`src/rtl/ro_heater_sched.sv`:
```
// Ring-oscillator heater job scheduler: queues heating jobs and plays each one out as evenly
// spaced heater start pulses. Statistics counters are built only when RO_SCHED_STATS_EN is defined.
//
// state | meaning
// IDLE  | no job running, waiting for the FIFO to become non-empty
// LOAD  | pop FIFO head, latch heater data/len/on_num and job counters
// PULSE | heater_start high for one cycle
// SPACE | heater_start low for period-1 cycles
// DONE  | job_done pulse, chain straight into the next queued job
// FLUSH | heater_rst high for 2 cycles after abort, FIFO emptied
module ro_heater_sched #(
  parameter int MAX_BIT_SIZE   = 256,
  parameter int MAX_RO_HEATERS = 5,
  parameter int FIFO_DEPTH     = 4
) (
  input  logic                            clk_i,
  input  logic                            rst_n_i,
  input  logic                            cmd_valid_i,
  output logic                            cmd_ready_o,
  input  logic [MAX_BIT_SIZE-1:0]         cmd_data_i,
  input  logic [$clog2(MAX_BIT_SIZE)-1:0] cmd_len_i,
  input  logic [31:0]                     cmd_on_num_i,
  input  logic [15:0]                     cmd_period_i,
  input  logic [15:0]                     cmd_repeat_i,
  input  logic                            abort_i,
  output logic                            heater_rst_o,
  output logic                            heater_start_o,
  output logic [MAX_BIT_SIZE-1:0]         heater_data_o,
  output logic [$clog2(MAX_BIT_SIZE)-1:0] heater_data_len_o,
  output logic [31:0]                     heater_on_num_o,
  output logic                            busy_o,
  output logic                            job_done_o,
  output logic                            err_bad_cmd_o,
  output logic [$clog2(FIFO_DEPTH):0]     fifo_count_o,
  output logic [31:0]                     stat_active_cycles_o,
  output logic [31:0]                     stat_jobs_done_o
);

  localparam int LW  = $clog2(MAX_BIT_SIZE);
  localparam int AW  = $clog2(FIFO_DEPTH);
  localparam int CW  = AW + 1;
  localparam int PCW = LW + 2;

  typedef enum logic [2:0] {
    S_IDLE,
    S_LOAD,
    S_PULSE,
    S_SPACE,
    S_DONE,
    S_FLUSH
  } state_t;

  typedef struct packed {
    logic [MAX_BIT_SIZE-1:0] data;
    logic [LW-1:0]           len;
    logic [31:0]             on_num;
    logic [15:0]             period;
    logic [15:0]             rpt;
  } job_t;

  state_t              state_q, state_d;
  logic [15:0]         per_cnt_q, per_cnt_d;
  logic [PCW-1:0]      pulses_q, pulses_d;
  logic [15:0]         passes_q, passes_d;
  logic [15:0]         period_q, period_d;
  logic                flush_cnt_q, flush_cnt_d;
  logic [1:0]          init_q;
  logic                err_q;
  logic                load_en;

  job_t                mem_q [FIFO_DEPTH];
  job_t                cmd_job;
  job_t                head;
  logic [AW-1:0]       wr_ptr_q, rd_ptr_q;
  logic [CW-1:0]       count_q;

  logic [MAX_BIT_SIZE-1:0] hdata_q;
  logic [LW-1:0]           hlen_q;
  logic [31:0]             hon_q;

  logic fifo_full, fifo_empty, pop, push, hs, bad_cmd, st_flush;

  assign cmd_job    = {cmd_data_i, cmd_len_i, cmd_on_num_i, cmd_period_i, cmd_repeat_i};
  assign head       = mem_q[rd_ptr_q];
  assign st_flush   = (state_q == S_FLUSH);
  assign fifo_full  = (count_q == CW'(FIFO_DEPTH));
  assign fifo_empty = (count_q == '0);
  assign pop        = (state_q == S_LOAD) && !abort_i;

  assign bad_cmd = (cmd_len_i == '0) || (cmd_period_i < 16'd2) ||
                   (cmd_on_num_i == 32'd0) || (cmd_on_num_i > 32'(MAX_RO_HEATERS));

  // A pop in LOAD frees a slot in the same cycle, so a full FIFO can still take a push then.
  assign cmd_ready_o = rst_n_i && !st_flush && (!fifo_full || pop);
  assign hs          = cmd_valid_i && cmd_ready_o;
  assign push        = hs && !bad_cmd && !abort_i;

  always_ff @(posedge clk_i) begin
    if (push) mem_q[wr_ptr_q] <= cmd_job;
  end

  always_ff @(posedge clk_i or negedge rst_n_i) begin
    if (!rst_n_i) begin
      wr_ptr_q <= '0;
      rd_ptr_q <= '0;
      count_q  <= '0;
    end else if (abort_i) begin
      wr_ptr_q <= '0;
      rd_ptr_q <= '0;
      count_q  <= '0;
    end else begin
      if (push) wr_ptr_q <= wr_ptr_q + AW'(1);
      if (pop)  rd_ptr_q <= rd_ptr_q + AW'(1);
      case ({push, pop})
        2'b10:   count_q <= count_q + CW'(1);
        2'b01:   count_q <= count_q - CW'(1);
        default: count_q <= count_q;
      endcase
    end
  end

  always_comb begin
    state_d     = state_q;
    per_cnt_d   = per_cnt_q;
    pulses_d    = pulses_q;
    passes_d    = passes_q;
    period_d    = period_q;
    flush_cnt_d = flush_cnt_q;
    load_en     = 1'b0;
    case (state_q)
      S_IDLE: begin
        if (!fifo_empty) state_d = S_LOAD;
      end
      S_LOAD: begin
        load_en  = 1'b1;
        pulses_d = PCW'(head.len) + PCW'({head.len, 1'b0});
        passes_d = (head.rpt == 16'd0) ? 16'd1 : head.rpt;
        period_d = head.period;
        state_d  = S_PULSE;
      end
      S_PULSE: begin
        per_cnt_d = period_q - 16'd2;
        state_d   = S_SPACE;
        if (pulses_q == PCW'(1)) begin
          // Last pulse of the final pass: no trailing gap before DONE.
          if (passes_q <= 16'd1) begin
            state_d = S_DONE;
          end else begin
            pulses_d = PCW'(hlen_q) + PCW'({hlen_q, 1'b0});
            passes_d = passes_q - 16'd1;
          end
        end else begin
          pulses_d = pulses_q - PCW'(1);
        end
      end
      S_SPACE: begin
        if (per_cnt_q == 16'd0) state_d = S_PULSE;
        else                    per_cnt_d = per_cnt_q - 16'd1;
      end
      S_DONE: begin
        state_d = fifo_empty ? S_IDLE : S_LOAD;
      end
      S_FLUSH: begin
        if (flush_cnt_q == 1'b0) state_d = S_IDLE;
        else                     flush_cnt_d = 1'b0;
      end
      default: state_d = S_IDLE;
    endcase
    if (abort_i) begin
      state_d     = S_FLUSH;
      flush_cnt_d = 1'b1;
    end
  end

  always_ff @(posedge clk_i or negedge rst_n_i) begin
    if (!rst_n_i) begin
      state_q     <= S_IDLE;
      per_cnt_q   <= '0;
      pulses_q    <= '0;
      passes_q    <= '0;
      period_q    <= '0;
      flush_cnt_q <= 1'b0;
      init_q      <= 2'd2;
      err_q       <= 1'b0;
      hdata_q     <= '0;
      hlen_q      <= '0;
      hon_q       <= '0;
    end else begin
      state_q     <= state_d;
      per_cnt_q   <= per_cnt_d;
      pulses_q    <= pulses_d;
      passes_q    <= passes_d;
      period_q    <= period_d;
      flush_cnt_q <= flush_cnt_d;
      err_q       <= hs && bad_cmd;
      if (init_q != 2'd0) init_q <= init_q - 2'd1;
      if (load_en) begin
        hdata_q <= head.data;
        hlen_q  <= head.len;
        hon_q   <= head.on_num;
      end
    end
  end

  assign heater_rst_o      = (init_q != 2'd0) || st_flush;
  assign heater_start_o    = (state_q == S_PULSE);
  assign heater_data_o     = hdata_q;
  assign heater_data_len_o = hlen_q;
  assign heater_on_num_o   = hon_q;
  assign busy_o            = (state_q != S_IDLE) || !fifo_empty;
  assign job_done_o        = (state_q == S_DONE);
  assign err_bad_cmd_o     = err_q;
  assign fifo_count_o      = count_q;

`ifdef RO_SCHED_STATS_EN
  logic [31:0] act_cnt_q, jobs_cnt_q;

  always_ff @(posedge clk_i or negedge rst_n_i) begin
    if (!rst_n_i) begin
      act_cnt_q  <= '0;
      jobs_cnt_q <= '0;
    end else begin
      if ((state_q != S_IDLE) && (act_cnt_q != 32'hFFFF_FFFF)) act_cnt_q <= act_cnt_q + 32'd1;
      if ((state_q == S_DONE) && (jobs_cnt_q != 32'hFFFF_FFFF)) jobs_cnt_q <= jobs_cnt_q + 32'd1;
    end
  end

  assign stat_active_cycles_o = act_cnt_q;
  assign stat_jobs_done_o     = jobs_cnt_q;
`else
  assign stat_active_cycles_o = 32'd0;
  assign stat_jobs_done_o     = 32'd0;
`endif

endmodule
```
`config.mk`:
```
export PLATFORM = sky130hd
export DESIGN_NAME = ro_heater_sched
export DESIGN_NICKNAME = d
export VERILOG_FILES = /design/src/rtl/ro_heater_sched.sv
export SDC_FILE = /design/constraint.sdc
export NUM_CORES = 2
export LEC_CHECK = 0
export ABC_AREA = 1
export CAP_MARGIN = 20
export CORE_MARGIN = 10
export CORE_UTILIZATION = 50
export DETAILED_ROUTE_END_ITERATION = 10
export DONT_BUFFER_PORTS = 1
export GPL_ROUTABILITY_DRIVEN = 1
export MAX_ROUTING_LAYER = met4
export SLEW_MARGIN = 5
export SYNTH_ARGS = -nofsm -noshare
export SYNTH_HDL_FRONTEND = slang
export SYNTH_SLANG_ARGS = --single-unit
export TNS_END_PERCENT = 30
```
`constraint.sdc`:
```
create_clock -name clk_i -period 45.1 [get_ports clk_i]
set_clock_uncertainty 0.05 [all_clocks]
set_input_delay 0 -clock clk_i [delete_from_list [all_inputs] [get_ports clk_i]]
set_output_delay 0 -clock clk_i [all_outputs]
set_load 0.01 [all_outputs]
```
==> flow_summary.json <==
{
  "final_hold_viol_count": 0,
  "post_synth.cell_area_avg_sq_um": 12.1,
  "drtAntennaViolNets": 0,
  "drt_wl_total_mm": 173,
  "r2r_cells": 11,
  "period_share_pct": 12.8,
  "yosysUniqueCellTypes": 46,
  "finish.cell_count_without_fillers": 7849,
  "r2r_start": "state_q[0]$_DFFE_PN0P_",
  "worst_pin_slew_ns": 1.17,
  "cts_resized": 0,
  "cp_cell_sequence": "dlygate4sd3_1 > dlygate4sd3_1 > inv_1 > nand2_1 > nor2_1 > nand3_1 > a21oi_1 > and2_1 > nand3_1 > nor2_4 > buf_4 > buf_4 > buf_4",
  "area_growth_pct": 21.1,
  "rsz0062_at_grt": "false",
  "mostFrequentLayoutCells": "edfxtp_1, nand2_1, nor2_1, o21ai_0, dlygate4sd3_1",
  "place_hpwl_mm": 95.8,
  "status": "complete, no violations",
  "hp-start": "cmd_on_num_i[31]",
  "wl_per_cell_microns": 22.0,
  "drc_errors": 0,
  "vias": 42968,
  "final_nets": 6316,
  "cts.htree.levels": 4,
  "core-area_sq_mm": 0.130,
  "regArea_sq_mm": 0.0486,
  "power.density_mw_per_mm2": 55.2,
  "crit_family": "buffers and inverters",
  "grt_pass1_wl_mm": 262,
  "layout-drive-gt1-share_pct": 5.51,
  "numCtsBuffers": 172,
  "fmax_mhz": 173,
  "ioPinCount": 701,
  "drv_slew": 0,
  "synth_area_sq_mm": 0.0653,
  "io_buffers": 0,
  "yosys_warnings": 0,
  "setup_viol": 0,
  "synth-async-reset-ratio_pct": 21.9,
  "worstPathRequired_ns": 45.43,
  "die_w_microns": 381,
  "post-place-cells": 6854,
  "start_kind": "input port",
  "fin_crit_ns": 5.79,
  "cts_sinks": 1680,
  "drt_iter0_drc": 3315,
  "critPathBufInv": 6,
  "crit_type": "input port to flip-flop",
  "first_pass_iters": 6,
  "p_leak_nw": 29.7,
  "fillers": 10028,
  "cp-end-kind": "flip-flop",
  "final.setup.tns_ns": 0,
  "clkSlewWorstSetupHoldPaths_ns": 0.06,
  "ys.flop_type": "edfxtp_1",
  "multi_input_area_sq_mm": 0.0147,
  "grt_max_degree": 370,
  "synth-edff-count": 1312,
  "final_common_cell": "edfxtp_1",
  "clock_latency_ns": 0.79,
  "rows": 132,
  "rrSetupSlack_ns": 39.61,
  "cts_root_buf": "clkbuf_16",
  "crit_top_cell": "buf_4",
  "clk_path_buf_depth": 3,
  "start_util_pct": 50.4,
  "vias_per_cell": 5.47,
  "seq_area_frac_synth_pct": 74.5,
  "gr-usage-all-layers_pct": 23.8,
  "relSlewSlack_pct": 22.1,
  "antenna_found_initial": 7,
  "grt_pass1_vias": 42760,
  "r2r_end": "mem_q[3][203]$_DFFE_PP_",
  "synthCells": 5374,
  "place.gp.congestion": 0.810,
  "cap_violations": 0,
  "die_h_microns": 381,
  "hold_depth": 1,
  "overflow": 0,
  "crit_path_max_fanout": 63,
  "critPathSlowestCell": "buf_4",
  "hold_path.class": "input port to flip-flop",
  "cts_tree": "built",
  "hold_end": "mem_q[3][63]$_DFFE_PP_",
  "cp.arrival_ns": 6.12,
  "peakVddDrop_v": 0.0000434,
  "die_area_sq_mm": 0.145,
  "ys_ff_latch": 1680,
  "slowest_delay_ns": 0.87
}
==> Yosys cell counts, drive strengths merged (2+ instances only) <==
master	n	share of area [%]
edfxtp	1312	60
nand2	1192	6.9
nor2	743	4.3
o21ai	719	5.5
dfrtp	367	14
o22ai	311	3.0
clkbuf	232	1.3
buf	133	1.3
inv	132	0.76
nand3	88	0.68
a21oi	32	0.25
ha	29	0.56
nor3	15	0.13
xor2	14	0.19
nand4	13	0.12
o211ai	6	0.069
xnor2	6	0.080
a31oi	4	0.038
nor4	4	0.061
and2	3	0.029
fa	3	0.092
a211oi	2	0.023
nand3b	2	0.023
o21a	2	0.023
o221ai	2	0.027
o41ai	2	0.027
==> registers in the layout, indices dropped and copies added, names as in the netlist, 3 cells and up <==
register	flops
mem_q	1312
heater_on_num_o	32
heater_data_o	256
pulses_q	10
passes_q	16
per_cnt_q	16
state_q	3
fifo_count_o	3
period_q	16
heater_data_len_o	8
==> worst max path at each step <==
| stage | from | to | slack (ns) | cells past startpoint |
|---|---|---|---|---|
| 6_report | cmd_on_num_i[27] | mem_q[3][203]$_DFFE_PP_ | 39.31 | 13 |
| 5_1_grt | cmd_on_num_i[24] | mem_q[3][203]$_DFFE_PP_ | 39.02 | 13 |
| 4_1_cts | rst_n_i | mem_q[3][206]$_DFFE_PP_ | 38.90 | 11 |
| 3_5_place_dp | state_q[0]$_DFFE_PN0P_ | mem_q[3][280]$_DFFE_PP_ | 39.59 | 11 |
| 3_3_place_gp | state_q[0]$_DFFE_PN0P_ | mem_q[3][280]$_DFFE_PP_ | 39.69 | 11 |
| 2_1_floorplan | state_q[0]$_DFFE_PN0P_ | mem_q[0][0]$_DFFE_PP_ | 29.31 | 8 |
==> routing by layer <==
metal / vias to the layer above / GRT usage, % / routed length, microns
met3: 317 / 5.43 / 12300
met1: 21274 / 29.1 / 69600
met2: 1485 / 38.3 / 84200
met4: 0 / 9.53 / 6970
met5: - / - / 0
li1: 19892 / - / -
==> per-stage QoR <==
| stage | hold WS (ns) | area [sq um] | worst slack, ns | power [W] | utilization (%) |
|---|---|---|---|---|---|
| finish | 0.146 | 79000 | 39.31 | 0.00437 | 61.0 |
| detailed placement | -0.327 | 66500 | 39.59 | 0.00287 | 51.3 |
| floorplan | -0.346 | 65500 | 29.31 | 0.00259 | - |
| global route | 0.109 | 79000 | 39.02 | 0.00458 | 61.0 |
| global placement | -0.329 | 66500 | 39.69 | 0.00286 | 51.3 |
| CTS | 0.0837 | 78900 | 38.90 | 0.00439 | 60.9 |
==> logic make-up (layout without fill, tap and decap cells) <==
group / count (synthesis) / after routing / share of synthesized area, %
AOI/OAI and AO/OA: 1083 / 1083 / 8.99
xor gates and xnor gates: 20 / 20 / 0.268
and+or+nand+nor: 2061 / 2061 / 12.3
adders and majority gates: 32 / 32 / 0.648
DFF: 1680 / 1680 / 74.5
other: 1 / 71 / 0.00574
buffers and inverters: 497 / 1160 / 3.37
==> layout make-up <==
class	instances	share of cell area, %
Clock buffer	240	6.19
Inverter	132	0.658
Multi-Input combinational cell	3260	18.6
Tap cell	1742	2.76
Clock inverter	82	1.15
Timing Repair Buffer	706	9.08
Antenna cell	7	0.0222
Sequential cell	1680	61.5
==> report_power, final <==
part	switching (W)	total, W	internal, W	leakage [nW]
Clock	0.000595	0.00144	0.000848	2.84
Combinational	0.000562	0.000834	0.000272	10.6
Sequential	0.000262	0.00209	0.00183	16.3
Total	0.00142	0.00437	0.00295	29.7
==> repair_timing <==
action	in CTS	in global routing
hold buffers	662	1
setup buffers	0	0
hold endpoints to repair	1692	111
Note: power is estimated with default switching activity, not from simulation.
